File: config.mk
export PLATFORM = sky130hd
export DESIGN_NAME = vga_sync_gen_flat
export DESIGN_NICKNAME = d
export VERILOG_FILES = /design/src/rtl/vga_sync_if.sv /design/src/rtl/vga_sync_gen.sv /design/src/flat_wrapper.sv
export SDC_FILE = /design/constraint.sdc
export NUM_CORES = 1
export LEC_CHECK = 0
export BUFFER_PORTS_ARGS = -buffer_cell sky130_fd_sc_hd__buf_2
export CAP_MARGIN = 20
export CORE_ASPECT_RATIO = 1.2
export CORE_MARGIN = 2
export CORE_UTILIZATION = 57
export CTS_BUF_LIST = sky130_fd_sc_hd__clkbuf_4 sky130_fd_sc_hd__clkbuf_8
export DETAILED_ROUTE_END_ITERATION = 7
export PLACE_DENSITY = 0.81
export SYNTH_ARGS = -nofsm -noshare
export SYNTH_HDL_FRONTEND = slang
export SYNTH_SLANG_ARGS = --single-unit
File: constraint.sdc
create_clock -name iCLK -period 2.8 [get_ports iCLK]
set_clock_uncertainty 0.1 [all_clocks]
set_input_delay 0.56 -clock iCLK [delete_from_list [all_inputs] [get_ports iCLK]]
set_output_delay 0.56 -clock iCLK [all_outputs]
set_load 0.005 [all_outputs]
File: src/rtl/vga_sync_if.sv
// VGA timing bundle: syncs, visible flag, position and pixel strobes.
// The timing generator drives it as master; downstream stages read it as slave.
interface vga_sync_if;
  logic       VGA_H_SYNC;
  logic       VGA_V_SYNC;
  logic       video_on;
  logic [9:0] line_count;
  logic [9:0] pixel_count;
  logic       pix_tick;
  logic       frame_start;

  modport master (
    output VGA_H_SYNC,
    output VGA_V_SYNC,
    output video_on,
    output line_count,
    output pixel_count,
    output pix_tick,
    output frame_start
  );

  modport slave (
    input VGA_H_SYNC,
    input VGA_V_SYNC,
    input video_on,
    input line_count,
    input pixel_count,
    input pix_tick,
    input frame_start
  );
endinterface

File: src/rtl/vga_sync_gen.sv
// VGA timing generator: pixel-rate divider, H/V counters, registered
// syncs, visible-area flag and pixel/frame strobes.
module vga_sync_gen #(
  parameter int H_ACTIVE = 640,
  parameter int H_FP     = 16,
  parameter int H_SYNC   = 96,
  parameter int H_BP     = 48,
  parameter int V_ACTIVE = 480,
  parameter int V_FP     = 10,
  parameter int V_SYNC   = 2,
  parameter int V_BP     = 33,
  parameter int CLK_DIV  = 2,
  parameter bit SYNC_POL = 1'b0
) (
  input logic      iCLK,
  input logic      iRST,
  vga_sync_if.master vga
);

  localparam int H_TOTAL =
    H_ACTIVE + H_FP + H_SYNC + H_BP;
  localparam int V_TOTAL =
    V_ACTIVE + V_FP + V_SYNC + V_BP;
  localparam int DIV_W =
    (CLK_DIV > 1) ? $clog2(CLK_DIV) : 1;

  generate
    if (H_TOTAL > 1024 || V_TOTAL > 1024 ||
        CLK_DIV < 1) begin : g_bad_cfg
      $error("vga_sync_gen: bad timing params");
    end
  endgenerate

  localparam logic [DIV_W-1:0] DIV_MAX =
    DIV_W'(CLK_DIV - 1);
  localparam logic [9:0] H_MAX =
    10'(H_TOTAL - 1);
  localparam logic [9:0] V_MAX =
    10'(V_TOTAL - 1);

  localparam logic [10:0] H_VIS =
    11'(H_ACTIVE);
  localparam logic [10:0] HS_BEG =
    11'(H_ACTIVE + H_FP);
  localparam logic [10:0] HS_END =
    11'(H_ACTIVE + H_FP + H_SYNC);
  localparam logic [10:0] V_VIS =
    11'(V_ACTIVE);
  localparam logic [10:0] VS_BEG =
    11'(V_ACTIVE + V_FP);
  localparam logic [10:0] VS_END =
    11'(V_ACTIVE + V_FP + V_SYNC);

  logic [DIV_W-1:0] div_cnt;
  logic [9:0]       hcnt;
  logic [9:0]       vcnt;
  logic [9:0]       h_nxt;
  logic [9:0]       v_nxt;
  logic             adv;
  logic             hs_nxt;
  logic             vs_nxt;
  logic             von_nxt;
  logic             org_nxt;

  logic hs_r;
  logic vs_r;
  logic von_r;
  logic tick_r;
  logic fs_r;

  assign adv = (div_cnt == DIV_MAX);

  always_comb begin
    h_nxt = hcnt;
    v_nxt = vcnt;
    if (adv) begin
      if (hcnt == H_MAX) begin
        h_nxt = '0;
        v_nxt = (vcnt == V_MAX) ?
          '0 : vcnt + 10'd1;
      end else begin
        h_nxt = hcnt + 10'd1;
      end
    end
  end

  // Decode from the next position so outputs move with the counters.
  always_comb begin
    hs_nxt  = ({1'b0, h_nxt} >= HS_BEG) &&
              ({1'b0, h_nxt} <  HS_END);
    vs_nxt  = ({1'b0, v_nxt} >= VS_BEG) &&
              ({1'b0, v_nxt} <  VS_END);
    von_nxt = ({1'b0, h_nxt} < H_VIS) &&
              ({1'b0, v_nxt} < V_VIS);
    org_nxt = (h_nxt == 10'd0) &&
              (v_nxt == 10'd0);
  end

  always_ff @(posedge iCLK or posedge iRST) begin
    if (iRST) begin
      div_cnt <= '0;
      hcnt    <= H_MAX;
      vcnt    <= V_MAX;
      hs_r    <= ~SYNC_POL;
      vs_r    <= ~SYNC_POL;
      von_r   <= 1'b0;
      tick_r  <= 1'b0;
      fs_r    <= 1'b0;
    end else begin
      div_cnt <= adv ?
        '0 : div_cnt + DIV_W'(1);
      hcnt    <= h_nxt;
      vcnt    <= v_nxt;
      hs_r    <= hs_nxt ?
        SYNC_POL : ~SYNC_POL;
      vs_r    <= vs_nxt ?
        SYNC_POL : ~SYNC_POL;
      von_r   <= von_nxt;
      tick_r  <= adv;
      fs_r    <= adv && org_nxt;
    end
  end

  assign vga.VGA_H_SYNC  = hs_r;
  assign vga.VGA_V_SYNC  = vs_r;
  assign vga.video_on    = von_r;
  assign vga.line_count  = hcnt;
  assign vga.pixel_count = vcnt;
  assign vga.pix_tick    = tick_r;
  assign vga.frame_start = fs_r;

endmodule

File: src/flat_wrapper.sv
// flat-port wrapper written by rule: the top's interface ports become plain ports
module vga_sync_gen_flat 
#(
  parameter int H_ACTIVE = 640,
  parameter int H_FP     = 16,
  parameter int H_SYNC   = 96,
  parameter int H_BP     = 48,
  parameter int V_ACTIVE = 480,
  parameter int V_FP     = 10,
  parameter int V_SYNC   = 2,
  parameter int V_BP     = 33,
  parameter int CLK_DIV  = 2,
  parameter bit SYNC_POL = 1'b0
)
  (iCLK, iRST, vga_VGA_H_SYNC, vga_VGA_V_SYNC, vga_video_on, vga_line_count, vga_pixel_count, vga_pix_tick, vga_frame_start);
  vga_sync_if vga_i ();
  input logic iCLK;
  input logic iRST;
  output wire logic [$bits(vga_i.VGA_H_SYNC)-1:0] vga_VGA_H_SYNC;
  output wire logic [$bits(vga_i.VGA_V_SYNC)-1:0] vga_VGA_V_SYNC;
  output wire logic [$bits(vga_i.video_on)-1:0] vga_video_on;
  output wire logic [$bits(vga_i.line_count)-1:0] vga_line_count;
  output wire logic [$bits(vga_i.pixel_count)-1:0] vga_pixel_count;
  output wire logic [$bits(vga_i.pix_tick)-1:0] vga_pix_tick;
  output wire logic [$bits(vga_i.frame_start)-1:0] vga_frame_start;
  assign vga_VGA_H_SYNC = vga_i.VGA_H_SYNC;
  assign vga_VGA_V_SYNC = vga_i.VGA_V_SYNC;
  assign vga_video_on = vga_i.video_on;
  assign vga_line_count = vga_i.line_count;
  assign vga_pixel_count = vga_i.pixel_count;
  assign vga_pix_tick = vga_i.pix_tick;
  assign vga_frame_start = vga_i.frame_start;
  vga_sync_gen #(.H_ACTIVE(H_ACTIVE), .H_FP(H_FP), .H_SYNC(H_SYNC), .H_BP(H_BP), .V_ACTIVE(V_ACTIVE), .V_FP(V_FP), .V_SYNC(V_SYNC), .V_BP(V_BP), .CLK_DIV(CLK_DIV), .SYNC_POL(SYNC_POL)) u_core (.iCLK(iCLK), .iRST(iRST), .vga(vga_i));
endmodule
==> results.json <==
{
  "p_leak_nw": 0.731,
  "path_max_fanout": 8,
  "required_ns": 2.94,
  "endpoint_kind": "register",
  "rsz0062_at_grt": "no",
  "cts_tree": "done",
  "fmax_mhz": 393,
  "setup_tns_ns": 0,
  "fin_util_pct": 69.0,
  "reg2reg_slack_ns": 0.26,
  "die-width_um": 51.4,
  "synthCells": 164,
  "power.density_nw_per_um2": 370,
  "netlist_area_um2": 1540,
  "clkTransAtPathRegs_ns": 0.16,
  "status": "finished, final reports clean",
  "cts_root_buf": "clkbuf_4",
  "multi_input_area_um2": 795,
  "criticalPathCategory": "register to register",
  "dr.pass1.iters": 4,
  "antenna_left": 0,
  "drv_cap": 0,
  "grt_util_all_layers_pct": 25.4,
  "total_power_w": 0.000652,
  "gp_congestion": 0.841,
  "ys_ff_latch": 26,
  "area_growth_pct": 14.4,
  "cts_made_buffers": 3,
  "r2r-start": "u_core.vga.line_count[0]$_DFF_PP1_",
  "hold_buffers": 0,
  "fin_crit_sh_pct": 90.9,
  "ioPinCount": 27,
  "synth_compound_area_share_pct": 13.7,
  "synth_top_family_by_area": "simple AND/OR/NAND/NOR gates",
  "drive_gt1_share_pct": 27.7,
  "htree_levels": 1,
  "setup_viol": 0,
  "min_period_ns": 2.54,
  "rows": 20,
  "fp.coreArea_um2": 2550,
  "hold_violations": 0,
  "fillers": 210,
  "synth_nets": 169,
  "synthMuxAreaShare_pct": 0.650,
  "grt_max_degree": 27,
  "wl_per_cell_um": 17.1,
  "start_util_pct": 60.3,
  "insertion_delay_ns": 0.33,
  "synth_fa_ha_area_share_pct": 2.44,
  "cts_num_sinks": 26,
  "die_h_um": 60.9,
  "synthXorXnorAreaFrac_pct": 6.83,
  "hpwlAfterDp_um": 2750,
  "synth_ff_type": "dfrtp_1",
  "port_buffers": 26,
  "synthArstFlopShare_pct": 100,
  "die-area_um2": 3130,
  "grt_pass1_wl_um": 5960,
  "diodes": 0,
  "r2r_end": "u_core.vga.frame_start$_DFF_PP0_",
  "worstPathArrival_ns": 2.68,
  "place_area_um2": 1680,
  "avgSynthCellArea_um2": 9.38,
  "synth_edf_count": 0,
  "start_kind": "register",
  "nets": 194,
  "ir_worst_vdd_mv": 0.282,
  "instances_no_fill": 221,
  "grt-ovfl-total": 0,
  "dp_cells": 216,
  "grt_pass1_vias": 1282,
  "drc": 0,
  "clockBufferDepth": 2,
  "slew_headroom_pct": 70.2,
  "stdcell_area_um2": 1760,
  "drv_slew": 0,
  "drtIter0Drc": 41,
  "worstMarginPinSlew_ns": 0.443,
  "synth-simple-area-share_pct": 27.7,
  "via_count": 1347,
  "via_per_inst": 6.10,
  "regArea_um2": 666,
  "ys_types": 47,
  "hold_path.class": "input port to asynchronous set/reset pin",
  "yosysWarningCount": 0,
  "wl_um": 3780,
  "rr_worst_depth": 7,
  "antenna_found_initial": 0,
  "ys_seq_area_share_pct": 43.3
}
## power by group
group,leakage (nW),switching (W),internal [W]
Clock,0.0279,0.000118,0.000145
Combinational,0.391,0.00000822,0.00000446
Sequential,0.312,0,0.000377
Total,0.731,0.000126,0.000526
## synthesized netlist by cell type (2+ instances only)
cell type  number  area [µm²]
o21a_1          2        15.0
inv_1           9        33.8
nand2_1        15        56.3
xnor2_1        10        87.6
o21ai_0         9        45.0
nor3b_1         2        15.0
buf_2           4        20.0
nor2_1         11        41.3
clkbuf_1        3        11.3
dfrtp_1        14         350
nor4_1          3        18.8
o31ai_1         3        22.5
a21oi_1         5        25.0
o22ai_1         2        12.5
nand3_1         2        10.0
nor3_1          7        35.0
ha_1            3        37.5
xor2_1          2        17.5
or3_1           2        12.5
nand4_1        12        75.1
nand2b_1        2        12.5
dfstp_2        12         315
and3_1          5        31.3
a211oi_1        2        15.0
## routing by layer
metal / vias to the layer above / wire [µm] / track usage (%)
met1: 652 / 1580 / 32.6
met4: 0 / 85 / 9.40
met2: 40 / 1970 / 44.3
li1: 645 / - / -
met3: 10 / 139 / 2.71
met5: - / 0 / 0
## cell type report
| class | instances | area share, % |
|---|---|---|
| multi-input combinational | 120 | 45.1 |
| sequential | 26 | 37.8 |
| timing repair buffer | 29 | 9.81 |
| tap | 33 | 2.35 |
| inverter | 9 | 1.92 |
| clock inverter | 1 | 1.71 |
| clock buffer | 3 | 1.28 |
## cells by family after synthesis
family                   count (synthesis)
AO/OA/AOI/OAI                           32
XOR/XNOR                                12
adder cells (fa/ha/maj)                  3
buffers and inverters                   18
flip-flops                              26
multiplexers                             1
AND/OR/NAND/NOR                         72
## critical path, cell delays in order (launching register included)
cell and delay [ns]:
dfstp_2 0.61, ha_1 0.22, nand3_2 0.17, nor4_1 0.39, nand2_1 0.11, xor2_1 0.22
or3b_1 0.39, nor4_2 0.26
## flip-flops by register name, indices dropped and copies added (netlist names)
signal	count
u_core.vga.video_on	1
u_core.adv	1
u_core.vga.VGA_V_SYNC	1
u_core.vga.pixel_count	10
u_core.vga.frame_start	1
u_core.vga.pix_tick	1
u_core.vga.VGA_H_SYNC	1
u_core.vga.line_count	10
## cells in the final DEF, fill, tap and decap left out, types with 5 or more instances in the layout
master and count:
a21oi_1 5, and3_1 5, buf_2 26, dfrtp_1 14
dfstp_2 12, inv_1 9, nand2_1 15, nand4_1 12
nor2_1 11, nor3_1 6, o21ai_0 9, xnor2_1 10
## how the worst max path moves through the flow
| stage | startpoint | end | slack, ns | cells past startpoint |
|---|---|---|---|---|
| finish | u_core.vga.line_count[0]$_DFF_PP1_ | u_core.vga.frame_start$_DFF_PP0_ | 0.26 | 7 |
| global route | u_core.vga.line_count[0]$_DFF_PP1_ | u_core.vga.frame_start$_DFF_PP0_ | 0.004 | 7 |
| CTS | u_core.vga.line_count[0]$_DFF_PP1_ | u_core.vga.frame_start$_DFF_PP0_ | 0.18 | 8 |
| detailed placement | u_core.vga.line_count[0]$_DFF_PP1_ | u_core.vga.frame_start$_DFF_PP0_ | 0.20 | 8 |
| global placement | u_core.vga.line_count[0]$_DFF_PP1_ | u_core.vga.frame_start$_DFF_PP0_ | 0.31 | 8 |
| floorplan | u_core.vga.line_count[0]$_DFF_PP1_ | u_core.vga.frame_start$_DFF_PP0_ | 0.44 | 7 |
## metrics by stage
step | setup slack, ns | hold slack [ns]
floorplan | 0.444 | 0.249
global placement | 0.313 | 0.446
detailed placement | 0.202 | 0.450
CTS | 0.181 | 0.359
global route | 0.00371 | 0.0615
finish | 0.256 | 0.0693
## repair_timing
action,4_1_cts,5_1_grt
endpoints found under the setup margin,0,1
gates resized for setup,0,1
buffers inserted,0,0
Note: power is estimated with default switching activity, not from simulation.
